==> src/rtl/uart_rx_ctrl.sv <==
// uart_rx_ctrl: frame sequencer for the UART receiver (start detect, edge/bit counting, strobes).
// Build option UART_RX_CTRL_ERR_FLAGS_EN enables the frame_err / parity_err pulses.
module uart_rx_ctrl #(
  parameter int PRESCALE_W = 6,
  parameter int DATA_W     = 8
) (
  input  logic                  clk,
  input  logic                  rst,
  input  logic                  RX_IN,
  input  logic                  PAR_EN,
  input  logic [PRESCALE_W-1:0] prescale,
  input  logic                  sampled_bit,
  input  logic                  par_err,
  output logic                  dat_samp_en,
  output logic [PRESCALE_W-1:0] edge_cnt,
  output logic [3:0]            bit_cnt,
  output logic                  deser_en,
  output logic                  par_chk_en,
  output logic                  data_valid,
  output logic                  frame_err,
  output logic                  parity_err
);

  typedef enum logic [2:0] {
    ST_IDLE   = 3'd0,
    ST_START  = 3'd1,
    ST_DATA   = 3'd2,
    ST_PARITY = 3'd3,
    ST_STOP   = 3'd4
  } state_t;

  localparam logic [3:0]            LAST_DATA    = 4'(DATA_W);
  localparam logic [PRESCALE_W-1:0] MIN_PRESCALE = PRESCALE_W'(32'd8);
  localparam logic [PRESCALE_W-1:0] ONE          = PRESCALE_W'(32'd1);
  localparam logic [PRESCALE_W-1:0] TWO          = PRESCALE_W'(32'd2);

  state_t                  state_r;
  logic [PRESCALE_W-1:0]   prescale_r;
  logic                    par_en_r;
  logic                    perr_r;
  logic                    ferr_r;

  logic [PRESCALE_W-1:0]   check_s;
  logic [PRESCALE_W-1:0]   last_edge_s;
  logic                    wrap_s;
  logic                    at_check_s;
  logic                    at_pre_check_s;
  logic                    at_post_check_s;
  logic                    start_ok_s;
  logic                    stop_chk_s;
  logic                    ferr_next_s;

  // The sampler's registered majority first becomes valid two edges past mid-bit
  assign check_s         = (prescale_r >> 1) + TWO;
  assign last_edge_s     = prescale_r - ONE;
  assign wrap_s          = (edge_cnt == last_edge_s);
  assign at_check_s      = (edge_cnt == check_s);
  assign at_pre_check_s  = (edge_cnt == (check_s - ONE));
  assign at_post_check_s = (edge_cnt == (check_s + ONE));
  assign start_ok_s      = ~RX_IN && (prescale >= MIN_PRESCALE);
  assign stop_chk_s      = (state_r == ST_STOP) && at_check_s;
  assign ferr_next_s     = ferr_r | ~sampled_bit;

  // Frame FSM: counters, sticky error flags and strobes registered one cycle ahead of their edge
  always_ff @(posedge clk or negedge rst) begin
    if (!rst) begin
      state_r     <= ST_IDLE;
      prescale_r  <= '0;
      par_en_r    <= 1'b0;
      perr_r      <= 1'b0;
      ferr_r      <= 1'b0;
      edge_cnt    <= '0;
      bit_cnt     <= 4'd0;
      dat_samp_en <= 1'b0;
      deser_en    <= 1'b0;
      par_chk_en  <= 1'b0;
      data_valid  <= 1'b0;
    end else begin
      deser_en   <= 1'b0;
      par_chk_en <= 1'b0;
      data_valid <= 1'b0;
      if (wrap_s) begin
        edge_cnt <= '0;
        bit_cnt  <= bit_cnt + 4'd1;
      end else begin
        edge_cnt <= edge_cnt + ONE;
      end

      case (state_r)
        ST_IDLE: begin
          edge_cnt <= '0;
          bit_cnt  <= 4'd0;
          if (start_ok_s) begin
            // The detect cycle is edge 0 of the start bit
            state_r     <= ST_START;
            edge_cnt    <= ONE;
            prescale_r  <= prescale;
            par_en_r    <= PAR_EN;
            perr_r      <= 1'b0;
            ferr_r      <= 1'b0;
            dat_samp_en <= 1'b1;
          end else begin
            dat_samp_en <= 1'b0;
          end
        end

        ST_START: begin
          if (at_check_s && sampled_bit) begin
            state_r     <= ST_IDLE;
            edge_cnt    <= '0;
            bit_cnt     <= 4'd0;
            dat_samp_en <= 1'b0;
          end else if (wrap_s) begin
            state_r <= ST_DATA;
          end else begin
            state_r <= ST_START;
          end
        end

        ST_DATA: begin
          deser_en <= at_pre_check_s;
          if (wrap_s && (bit_cnt == LAST_DATA)) begin
            state_r <= par_en_r ? ST_PARITY : ST_STOP;
          end else begin
            state_r <= ST_DATA;
          end
        end

        ST_PARITY: begin
          par_chk_en <= at_pre_check_s;
          if (at_post_check_s) begin
            perr_r <= perr_r | par_err;
          end else begin
            perr_r <= perr_r;
          end
          if (wrap_s) begin
            state_r <= ST_STOP;
          end else begin
            state_r <= ST_PARITY;
          end
        end

        ST_STOP: begin
          if (stop_chk_s) begin
            ferr_r     <= ferr_next_s;
            data_valid <= ~perr_r & ~ferr_next_s;
          end else begin
            ferr_r <= ferr_r;
          end
          // Leave one edge after the result pulse so a following start edge is caught
          if (at_post_check_s) begin
            state_r     <= ST_IDLE;
            edge_cnt    <= '0;
            bit_cnt     <= 4'd0;
            dat_samp_en <= 1'b0;
          end else begin
            state_r <= ST_STOP;
          end
        end

        default: begin
          state_r     <= ST_IDLE;
          edge_cnt    <= '0;
          bit_cnt     <= 4'd0;
          dat_samp_en <= 1'b0;
        end
      endcase
    end
  end

`ifdef UART_RX_CTRL_ERR_FLAGS_EN
  logic frame_err_r;
  logic parity_err_r;

  // Error pulses are decided at the same point as data_valid, so they land on the same cycle
  always_ff @(posedge clk or negedge rst) begin
    if (!rst) begin
      frame_err_r  <= 1'b0;
      parity_err_r <= 1'b0;
    end else begin
      frame_err_r  <= stop_chk_s & ferr_next_s;
      parity_err_r <= stop_chk_s & perr_r;
    end
  end

  assign frame_err  = frame_err_r;
  assign parity_err = parity_err_r;
`else
  assign frame_err  = 1'b0;
  assign parity_err = 1'b0;
`endif

endmodule

==> config.mk <==
export PLATFORM = sky130hd
export DESIGN_NAME = uart_rx_ctrl
export DESIGN_NICKNAME = d
export VERILOG_FILES = /design/src/rtl/uart_rx_ctrl.sv
export SDC_FILE = /design/constraint.sdc
export NUM_CORES = 1
export LEC_CHECK = 0
export ABC_CLOCK_PERIOD_IN_PS = 2700
export BUFFER_PORTS_ARGS = -buffer_cell sky130_fd_sc_hd__buf_2
export CAP_MARGIN = 10
export CORE_UTILIZATION = 30
export CTS_BUF_LIST = sky130_fd_sc_hd__clkbuf_16
export CTS_CLUSTER_DIAMETER = 200
export DETAILED_ROUTE_END_ITERATION = 16
export GPL_TIMING_DRIVEN = 0
export PLACE_DENSITY_LB_ADDON = 0.15
export SETUP_SLACK_MARGIN = 0.2
export SLEW_MARGIN = 20
export SYNTH_ARGS = -nofsm -noshare
export SYNTH_HDL_FRONTEND = slang
export SYNTH_SLANG_ARGS = --single-unit
==> constraint.sdc <==
create_clock -name clk -period 2.7 [get_ports clk]
set_clock_uncertainty 0.05 [all_clocks]
set_input_delay 0.135 -clock clk [delete_from_list [all_inputs] [get_ports clk]]
set_output_delay 0.135 -clock clk [all_outputs]
set_load 0.01 [all_outputs]
-- Word-level counts from Yosys, hierarchy flattened
Index checks and enable logic that the tools add are counted.
- register bits: 26
- input port bits: 12
- output and inout port bits: 16
- logic and storage cells: 82
- add/sub/neg operators: 6
- order comparisons: 1
- equality and inequality tests: 14
- multiplexer cells: 30
- bitwise logic cells: 8
- reduce and logical (&&, ||, !) cells: 12
- operators with widths (kind ; number):
    6-bit equality test ; 4
    6-bit one-hot mux with 4 select lines ; 1
    6-bit 2-to-1 mux ; 3
    3-bit 2-to-1 mux ; 5
    3-bit one-hot mux with 5 select lines ; 1
    6-bit by 1-bit adder with 6-bit output (second input constant) ; 2
    4-bit 2-to-1 mux ; 3
    4-bit one-hot mux with 3 select lines ; 1
    6-bit by 1-bit subtractor with 6-bit output (second input constant) ; 2
    1-bit 2-to-1 mux ; 11
    2-bit inequality test (second input constant) ; 5
    3-bit AND reduction ; 3
    5-bit by 2-bit adder with 6-bit output (second input constant) ; 1
    3-bit by 2-bit equality test with 1-bit output (second input constant) ; 2
    6-bit by 4-bit greater-or-equal comparator with 1-bit output (second input constant) ; 1
    1-bit inverter ; 5
    4-bit by 1-bit adder with 4-bit output (second input constant) ; 1
    4-bit equality test (second input constant) ; 1
    1-bit logical AND ; 4
    2-bit 2-to-1 mux ; 2
    1-bit one-hot mux with 2 select lines ; 2
    1-bit one-hot mux with 4 select lines ; 1
    2-bit nonzero test ; 2
    3-bit by 1-bit equality test with 1-bit output (second input constant) ; 1
    6 further kinds ; 7

-- Logic depth before layout (Yosys ltp)
Gate-level depths: netlist of run 1.
- word-level depth: 6
- gate-level depth with buffers: 9
- gate-level depth less buffers: 8

-- Worst setup path before layout of run 1
Ideal clock, no wire load.
- path type: reg-to-reg
- from: register prescale_r[2]
- to: register dat_samp_en
- library setup time: 123 ps
- arrival: 2157 ps
- required time: 2527 ps
- slack: 370 ps
- stages on the path, launching flop included: 10
- path buffers: 1
- clock period less this slack: 2330 ps
- cells stage by stage: dfrtp_1 -> clkbuf_2 -> inv_1 -> ha_1 -> xnor2_1 -> and3_1 -> o2111ai_1 -> o21a_2 -> a31oi_4 -> o21ai_1
- cells in the longest elaborated chain, start to end: 5
- elaborated cells on any way between the ends: 8
- those cells by class: add/sub (2); eq/ne (4); reduce/logical (2)
- ends and longest elaborated chain (what ; line ; text):
    from (decl) ; 38 ; logic [PRESCALE_W-1:0] prescale_r;
    from (signal assigned) ; 97 ; prescale_r <= prescale;
    5-bit by 2-bit adder with 6-bit output * ; 54 ; assign check_s = (prescale_r >> 1) + TWO;
    6-bit by 1-bit adder with 6-bit output or 6-bit equality test (tied branches) ; 59, 57 ;
    6-bit equality test or 1-bit logical AND (tied branches) ; 59, 108 ;
    2-bit inequality test (no source line) ; -- ;
    3-bit AND reduction (no source line) * ; -- ;
    to (signal assigned) ; 74 ; dat_samp_en <= 1'b0;
    to (signal assigned) ; 101 ; dat_samp_en <= 1'b1;
    to (signal assigned) ; 103 ; dat_samp_en <= 1'b0;
    to (decl) ; 14 ; output logic dat_samp_en,
Every way passes the cells marked *; elsewhere a longest branch is shown, timed or not.
A chain may end at the register's enable or synchronous reset.

-- Worst setup path after layout of run 1
Ends and elaborated chain as after synthesis.

==> impl_metrics.env, run 1 <==
export IMPL_vias_per_cell=4.81
export IMPL_slew_headroom_pct=44.8
export IMPL_slew_violations=0
export IMPL_drt_first_pass_iters=4
export IMPL_drt_iter0_drc=40
export IMPL_rows=29
export IMPL_postSynthAreaPerCell_um2=9.50
export IMPL_layout_nets=273
export IMPL_cts_buffers_inserted=3
export IMPL_port_buffers=25
export IMPL_slowest_stage="dfrtp_1"
export IMPL_total_power_mw=3.19
export IMPL_grt_max_degree=27
export IMPL_rsz0062_at_grt="false"
export IMPL_syn_inst=208
export IMPL_synth_edf_count=0
export IMPL_floorplan_initialDensity_pct=31.1
export IMPL_core_mm2=0.00635
export IMPL_ys_flop_type="dfrtp_1"
export IMPL_dp_hpwl_um=3500
export IMPL_cts_htree_levels=1
export IMPL_cp_max_fo=5
export IMPL_clock_path_buffers=2
export IMPL_hold_violations=0
export IMPL_finalWirelength_um=4710
export IMPL_yosys_top_cells_area="dfrtp_1 (33%), xnor2_1 (8.4%), ha_1 (7.6%), xor2_1 (4.0%), nor2_1 (2.7%)"
export IMPL_drc=0
export IMPL_hp_class="in2reg"
export IMPL_place_gp_congestion=0.766
export IMPL_max_freq_mhz=421
export IMPL_yosys_area_top_type="dfrtp_1"
export IMPL_yosys_warnings=0
export IMPL_period_minus_slack_ns=2.38
export IMPL_setup_violations=0
export IMPL_synth_top_area_share_pct=32.9
export IMPL_ff2ff_path_depth=9
export IMPL_hold_slack_ns=0.0201
export IMPL_die_area_mm2=0.00692
export IMPL_critical_path_max_stage_delay_ns=0.42
export IMPL_synth_most_common_cell="dfrtp_1"
export IMPL_clk_pin_slew_ns=0.07
export IMPL_critPathCaptureType="register"
export IMPL_crit_arrival_ns=2.48
export IMPL_drv_cap=0
export IMPL_grt_pass1_vias=1599
export IMPL_die_h_um=83.2
export IMPL_fillerInstances=636
export IMPL_status="complete, no violations"
export IMPL_async_flop_share_pct=100
export IMPL_ys_types=55
export IMPL_synth_area_mm2=0.00198
export IMPL_grt_pass1_wl_um=8130
export IMPL_grtUsageTotal_pct=14.7
export IMPL_gr_total_overflow=0
export IMPL_diodes=0
export IMPL_vias=1562
export IMPL_hold_depth=3
export IMPL_die_w_um=83.2
export IMPL_worst_slew_pin_slew_ns=0.821
export IMPL_critPathKind="reg2reg"
export IMPL_synth_common_cells="dfrtp_1 (26), xnor2_1 (19), nor2_1 (14)"
export IMPL_path_cells="buf_6, clkinvlp_4, buf_4, ha_1, xnor2_1, nor3_2, o2111ai_4, a31oi_4, o21ai_1"
export IMPL_drive_above_1_share_pct=28.2
export IMPL_power_density_mw_per_mm2=1300
export IMPL_antenna_found_initial=0
export IMPL_areaGrowthSynthToFinish_pct=24.0
export IMPL_leakagePower_nw=1.09
export IMPL_wl_per_cell_um=14.5
export IMPL_timing_final_crit_share_pct=88.0
export IMPL_antenna_left=0
export IMPL_seq_area_frac_synth_pct=32.9
export IMPL_synth_seq_cells=26
export IMPL_io_pins=28
export IMPL_cts_tree="built"
export IMPL_vdd_ir_drop_worst_mv=0.564
export IMPL_cts_sinks=26
export IMPL_start_kind="register"
export IMPL_clk_latency_ns=0.26
export IMPL_root_buffer="clkbuf_16"
export IMPL_final_util_pct=38.6
export IMPL_crit_required_ns=2.80
-- cells in the final DEF (no fill, tap or decap), drive strengths merged, types with 3 or more instances in the layout --
cell	n
nand4	3
nor2	14
buf	41
clkbuf	9
o21ai	8
o31ai	3
xor2	10
nand2b	6
ha	12
nand3b	4
inv	11
xnor2	20
and3	3
nand2	14
nor4	3
nand3	7
dfrtp	26
a21oi	3
nor3	10
-- area by class of cell --
type                    count  area (um^2)  area share (%)
well taps                  77         96.3            3.93
repair buffers             35          203            8.27
plain buffers              14          106            4.34
clock buffers               3         75.1            3.06
clock inverters             1         30.0            1.23
inverters                  12         48.8            1.99
flip-flops and latches     26          651            26.5
multi-input cells         157         1240            50.6
-- cells by family after synthesis --
group | count (synthesis) | synth area share, %
and+or+nand+nor | 74 | 20.1
xor gates and xnor gates | 31 | 15.3
AOI/OAI and AO/OA | 34 | 14.4
muxes | 4 | 2.15
other | 1 | 0.190
buffers and inverters | 26 | 7.34
DFF | 26 | 32.9
adders and majority gates | 12 | 7.59
-- stage by stage --
stage	setup TNS [ns]	std cells	setup WS, ns	instance area (um^2)
2_1_floorplan	0	209	0.370	1980
3_3_place_gp	-0.451	311	-0.0583	2200
3_5_place_dp	-0.465	311	-0.0520	2210
4_1_cts	0	317	0.200	2370
5_1_grt	0	325	0.181	2450
6_report	0	325	0.323	2450
-- state kept, by name (all words and copies together), names as in the netlist, 3 cells and up --
signal and count:
bit_cnt 4, edge_cnt 6, prescale_r 6, state_r 3
-- report_power, final --
part	switching, mW	internal [mW]
clock	0.149	0.296
sequential	0.145	0.525
combinational	1.08	0.994
total	1.37	1.81
-- what timing repair did --
action,CTS,global route
endpoints found under the setup margin,15,16
buffers inserted,1,8
hold buffers,1,0
hold endpoints to repair,26,0
pin swaps,2,5
gates resized for setup,7,5
-- critical path, delay by kind of cell (launching register included) --
kind / cells / cell delay (ns)
compound gates: 3 / 0.64
buf+inv: 3 / 0.45
flops: 1 / 0.42
fa+ha+maj: 1 / 0.29
simple gates: 1 / 0.24
xor+xnor: 1 / 0.16
-- final timing paths --
check                                          startpoint                   endpoint  slack, ns
worst max-delay path            prescale_r[2]$_DFFE_PN0P_    dat_samp_en$_DFFE_PN0P_       0.32
worst min-delay path                          prescale[2]  prescale_r[2]$_DFFE_PN0P_       0.02
worst max register to register  prescale_r[2]$_DFFE_PN0P_    dat_samp_en$_DFFE_PN0P_       0.32
worst min register to register         perr_r$_DFFE_PN0P_       data_valid$_DFF_PN0_       0.38
max in group asynchronous                             rst  prescale_r[0]$_DFFE_PN0P_       1.84
min in group asynchronous                             rst       par_chk_en$_DFF_PN0_       0.36
-- layer usage --
metal | GRT usage, % | vias up | wire length [um]
met5 | 0 | - | 0
met2 | 24.8 | 21 | 2190
met1 | 19.5 | 737 | 2330
li1 | - | 799 | -
met4 | 4.23 | 0 | 55
met3 | 2.29 | 5 | 132
No activity file was read; power rests on OpenSTA's default activity.
==> inputs of run 2 (changes only) <==
--- a/config.mk
+++ b/config.mk
@@ -8,12 +8,13 @@
 export ABC_CLOCK_PERIOD_IN_PS = 2700
 export BUFFER_PORTS_ARGS = -buffer_cell sky130_fd_sc_hd__buf_2
 export CAP_MARGIN = 10
+export CORE_MARGIN = 2
 export CORE_UTILIZATION = 30
 export CTS_BUF_LIST = sky130_fd_sc_hd__clkbuf_16
 export CTS_CLUSTER_DIAMETER = 200
 export DETAILED_ROUTE_END_ITERATION = 16
 export GPL_TIMING_DRIVEN = 0
-export PLACE_DENSITY_LB_ADDON = 0.15
+export PLACE_DENSITY = 0.53
 export SETUP_SLACK_MARGIN = 0.2
 export SLEW_MARGIN = 20
 export SYNTH_ARGS = -nofsm -noshare
==> impl_metrics.env, run 2 (synthesis results as in run 1) <==
export IMPL_place_area_mm2=0.00221
export IMPL_areaGrowthSynthToFinish_pct=25.4
export IMPL_cts_sinks=26
export IMPL_final_area_mm2=0.00248
export IMPL_instances_no_fill=321
export IMPL_slew_violations=0
export IMPL_cts_tree="built"
export IMPL_drt_first_pass_iters=4
export IMPL_floorplan_initialDensity_pct=31.1
export IMPL_period_minus_slack_ns=2.38
export IMPL_clk_pin_slew_ns=0.07
export IMPL_max_freq_mhz=421
export IMPL_drive_above_1_share_pct=28.3
export IMPL_mostFrequentLayoutCells="dfrtp_1 (26), buf_2 (25), xnor2_1 (18)"
export IMPL_hp_class="in2reg"
export IMPL_place_gp_congestion=0.755
export IMPL_antenna_found_initial=0
export IMPL_vias=1633
export IMPL_clock_path_buffers=2
export IMPL_fin_setup_tns_ns=0
export IMPL_path_cells="buf_6, clkinvlp_4, ha_4, xnor2_4, and3_4, o2111ai_4, o21a_4, a31oi_4, nor2_1"
export IMPL_gr_total_overflow=0
export IMPL_critPathKind="reg2reg"
export IMPL_die_area_mm2=0.00725
export IMPL_worst_slack_ns=0.322
export IMPL_drc=0
export IMPL_grt_pass1_vias=1536
export IMPL_hold_violations=0
export IMPL_status="complete, no violations"
export IMPL_leakagePower_nw=1.07
export IMPL_clk_latency_ns=0.26
export IMPL_diodes=0
export IMPL_layout_nets=269
export IMPL_cts_htree_levels=1
export IMPL_critPathCaptureType="register"
export IMPL_wl_per_cell_um=15.0
export IMPL_grt_pass1_wl_um=7760
export IMPL_rows=29
export IMPL_pre_cts_ws_ns=-0.112
export IMPL_worst_slew_pin_slew_ns=0.838
export IMPL_vdd_ir_drop_worst_mv=0.644
export IMPL_critical_path_max_stage_delay_ns=0.42
export IMPL_drt_iter0_drc=74
export IMPL_slowest_stage="dfrtp_1"
export IMPL_io_pins=28
export IMPL_total_power_mw=3.27
export IMPL_dp_cells=311
export IMPL_port_buffers=25
export IMPL_vias_per_cell=5.09
export IMPL_core_mm2=0.00635
export IMPL_grt_max_degree=27
export IMPL_final_common_cell="dfrtp_1"
export IMPL_drv_cap=0
export IMPL_top_regs="edge_cnt x6, prescale_r x6, bit_cnt x4"
export IMPL_root_buffer="clkbuf_16"
export IMPL_setup_violations=0
export IMPL_crit_arrival_ns=2.47
export IMPL_die_h_um=85.2
export IMPL_rsz0062_at_grt="false"
export IMPL_hold_start="prescale[2]"
export IMPL_power_density_mw_per_mm2=1320
export IMPL_crit_required_ns=2.79
export IMPL_timing_final_crit_share_pct=88.1
export IMPL_dp_hpwl_um=3570
export IMPL_start_kind="register"
export IMPL_critPathLaunch="prescale_r[2]$_DFFE_PN0P_"
export IMPL_slew_headroom_pct=43.7
export IMPL_finalWirelength_um=4830
export IMPL_r2r_slack_ns=0.32
export IMPL_grtUsageTotal_pct=13.3
export IMPL_cts_buffers_inserted=3
export IMPL_antenna_left=0
export IMPL_worst_r2r_startpoint="prescale_r[2]$_DFFE_PN0P_"
export IMPL_die_w_um=85.2
export IMPL_cp_max_fo=6
[run 2: worst paths after layout]
check,to,depth (start not counted)
max,bit_cnt[0]$_DFF_PN0_,9
min,prescale_r[2]$_DFFE_PN0P_,3
max reg2reg,bit_cnt[0]$_DFF_PN0_,9
min reg2reg,data_valid$_DFF_PN0_,1
max in group asynchronous,ferr_r$_DFFE_PN0P_,2
min in group asynchronous,prescale_r[0]$_DFFE_PN0P_,2
[run 2: repair_timing]
action / in CTS / in global routing
hold endpoints to repair: 26 / 0
setup buffers: 1 / 4
pin swaps: 1 / 11
resized for setup: 6 / 16
endpoints found under the setup margin: 15 / 13
hold buffers: 1 / 0
[run 2: critical path, delay by kind of cell, from the launching register on]
family | cells | cell delay, ns
XOR/XNOR | 1 | 0.13
buffers and inverters | 2 | 0.32
adder cells (fa/ha/maj) | 1 | 0.35
flip-flops | 1 | 0.42
AO/OA/AOI/OAI | 3 | 0.68
AND/OR/NAND/NOR | 2 | 0.31
[run 2: metal layers]
layer  GRT usage [%]  share of wire (%)  up-vias
met5               0                  0        -
met4            2.16               0.52        0
met3            2.33                4.0        2
met2            21.8                 48       26
met1            18.8                 48      812
li1                -                  -      793
[run 2: metrics by stage]
step | hold WS (ns) | utilization [%]
global route | 0.0290 | 39.1
global placement | 0.149 | 34.7
detailed placement | 0.147 | 34.8
CTS | 0.0240 | 37.3
floorplan | -0.211 | -
finish | 0.0231 | 39.1
[run 2: final cells by class]
| type | instances | area (um^2) |
|---|---|---|
| Inverter | 12 | 48.8 |
| Sequential cell | 26 | 651 |
| Multi-Input combinational cell | 157 | 1300 |
| Buffer | 14 | 109 |
| Timing Repair Buffer | 31 | 173 |
| Tap cell | 77 | 96.3 |
| Fill cell | 627 | 3870 |
| Clock inverter | 1 | 30.0 |
| Clock buffer | 3 | 75.1 |
[run 2: where the power goes]
part	switching [mW]	internal [mW]
logic	1.13	1.02
clock network	0.142	0.295
registers	0.156	0.525
==> inputs of run 3 (changes only) <==
--- a/config.mk
+++ b/config.mk
@@ -10,7 +10,6 @@
 export CAP_MARGIN = 10
 export CORE_MARGIN = 2
 export CORE_UTILIZATION = 30
-export CTS_BUF_LIST = sky130_fd_sc_hd__clkbuf_16
 export CTS_CLUSTER_DIAMETER = 200
 export DETAILED_ROUTE_END_ITERATION = 16
 export GPL_TIMING_DRIVEN = 0
==> impl_metrics.env, run 3 (synthesis results as in run 1) <==
export IMPL_status="complete, no violations"
export IMPL_floorplan_initialDensity_pct=31.1
export IMPL_critPathKind="reg2reg"
export IMPL_slew_violations=0
export IMPL_clock_path_buffers=2
export IMPL_layout_nets=269
export IMPL_total_power_mw=3.15
export IMPL_io_pins=28
export IMPL_hold_depth=3
export IMPL_slew_headroom_pct=43.7
export IMPL_antenna_left=0
export IMPL_drv_cap=0
export IMPL_cts_tree="built"
export IMPL_vias_per_cell=5.07
export IMPL_root_buffer="clkbuf_8"
export IMPL_hold_violations=0
export IMPL_cts_buffers_inserted=3
export IMPL_place_gp_congestion=0.755
export IMPL_core_mm2=0.00635
export IMPL_port_buffers=25
export IMPL_grt_pass1_wl_um=7760
export IMPL_drt_first_pass_iters=4
export IMPL_drc=0
export IMPL_pre_cts_ws_ns=-0.112
export IMPL_final_util_pct=38.4
export IMPL_leakagePower_nw=1.05
export IMPL_rows=29
export IMPL_grtUsageTotal_pct=13.3
export IMPL_mostFrequentLayoutCells="dfrtp_1 (25), buf_2 (25), xnor2_1 (18)"
export IMPL_crit_required_ns=2.81
export IMPL_wl_per_cell_um=15.0
export IMPL_hp_class="in2reg"
export IMPL_antenna_found_initial=0
export IMPL_timing_final_crit_share_pct=88.6
export IMPL_start_kind="register"
export IMPL_finalWirelength_um=4820
export IMPL_cp_max_fo=6
export IMPL_power_density_mw_per_mm2=1290
export IMPL_diodes=0
export IMPL_rsz0062_at_grt="false"
export IMPL_setup_violations=0
export IMPL_drive_above_1_share_pct=28.3
export IMPL_grt_pass1_vias=1536
export IMPL_ff2ff_path_depth=9
export IMPL_drt_iter0_drc=100
export IMPL_dp_hpwl_um=3570
export IMPL_cts_sinks=26
export IMPL_period_minus_slack_ns=2.39
export IMPL_worst_slack_ns=0.308
export IMPL_die_w_um=85.2
export IMPL_cts_htree_levels=1
export IMPL_areaGrowthSynthToFinish_pct=23.4
export IMPL_gr_total_overflow=0
export IMPL_max_freq_mhz=418
export IMPL_top_regs="edge_cnt x6, prescale_r x6, bit_cnt x4"
export IMPL_die_area_mm2=0.00725
export IMPL_die_h_um=85.2
export IMPL_vias=1626
export IMPL_crit_arrival_ns=2.51
export IMPL_grt_max_degree=27
export IMPL_clk_pin_slew_ns=0.10
export IMPL_critPathCaptureType="register"
export IMPL_vdd_ir_drop_worst_mv=0.591
export IMPL_fin_setup_tns_ns=0
export IMPL_clk_latency_ns=0.28
export IMPL_worst_slew_pin_slew_ns=0.837
-- run 3: critical path: stages (launching register included) --
cell	delay [ns]
dfrtp_1	0.43
buf_6	0.15
clkinvlp_4	0.17
ha_4	0.35
xnor2_4	0.13
and3_4	0.24
o2111ai_4	0.14
o21a_2	0.29
a31oi_4	0.25
nor2_1	0.07
-- run 3: report_power, final --
part	switching (mW)	total (mW)	internal (mW)
Clock	0.132	0.330	0.199
Combinational	1.13	2.14	1.01
Sequential	0.154	0.680	0.526
Total	1.42	3.15	1.74
-- run 3: cell type report --
class                      instances  area (um^2)
buffer                            14          109
clock buffer                       3         41.3
clock inverter                     1         30.0
fill                             635         3910
inverter                          12         48.8
multi-input combinational        157         1290
sequential                        26          652
tap                               77         96.3
timing repair buffer              31          173
-- run 3: worst paths after layout --
| kind | slack [ns] | to | startpoint |
|---|---|---|---|
| setup / recovery | 0.31 | bit_cnt[0]$_DFF_PN0_ | prescale_r[2]$_DFFE_PN0P_ |
| hold reg to reg | 0.39 | data_valid$_DFF_PN0_ | ferr_r$_DFFE_PN0P_ |
| hold / removal | 0.007 | prescale_r[2]$_DFFE_PN0P_ | prescale[2] |
| setup reg to reg | 0.31 | bit_cnt[0]$_DFF_PN0_ | prescale_r[2]$_DFFE_PN0P_ |
| max in group asynchronous | 1.83 | prescale_r[3]$_DFFE_PN0P_ | rst |
| min in group asynchronous | 0.34 | prescale_r[1]$_DFFE_PN0P_ | rst |
-- run 3: layer usage --
layer	share of wire [%]	wire, um	vias to the layer above	global-route usage (%)
met5	0	0	-	0
met4	0.48	23	0	2.16
met3	3.1	150	2	2.33
met2	48	2310	21	21.8
met1	48	2340	813	18.8
li1	-	-	790	-
-- run 3: what timing repair did --
| item | in CTS | in global routing |
|---|---|---|
| setup buffers | 1 | 4 |
| endpoints found under the setup margin | 15 | 13 |
| resized for setup | 6 | 15 |
| hold buffers | 1 | 0 |
| endpoints found under the hold margin | 26 | 0 |
| pin swaps | 1 | 9 |
-- run 3: metrics by stage --
step / cell area, um^2 / hold WS, ns / std cells
floorplan: 1980 / -0.211 / 209
global placement: 2200 / 0.149 / 311
detailed placement: 2210 / 0.147 / 311
CTS: 2340 / 0.00153 / 317
global route: 2440 / 0.00305 / 321
finish: 2440 / 0.00716 / 321
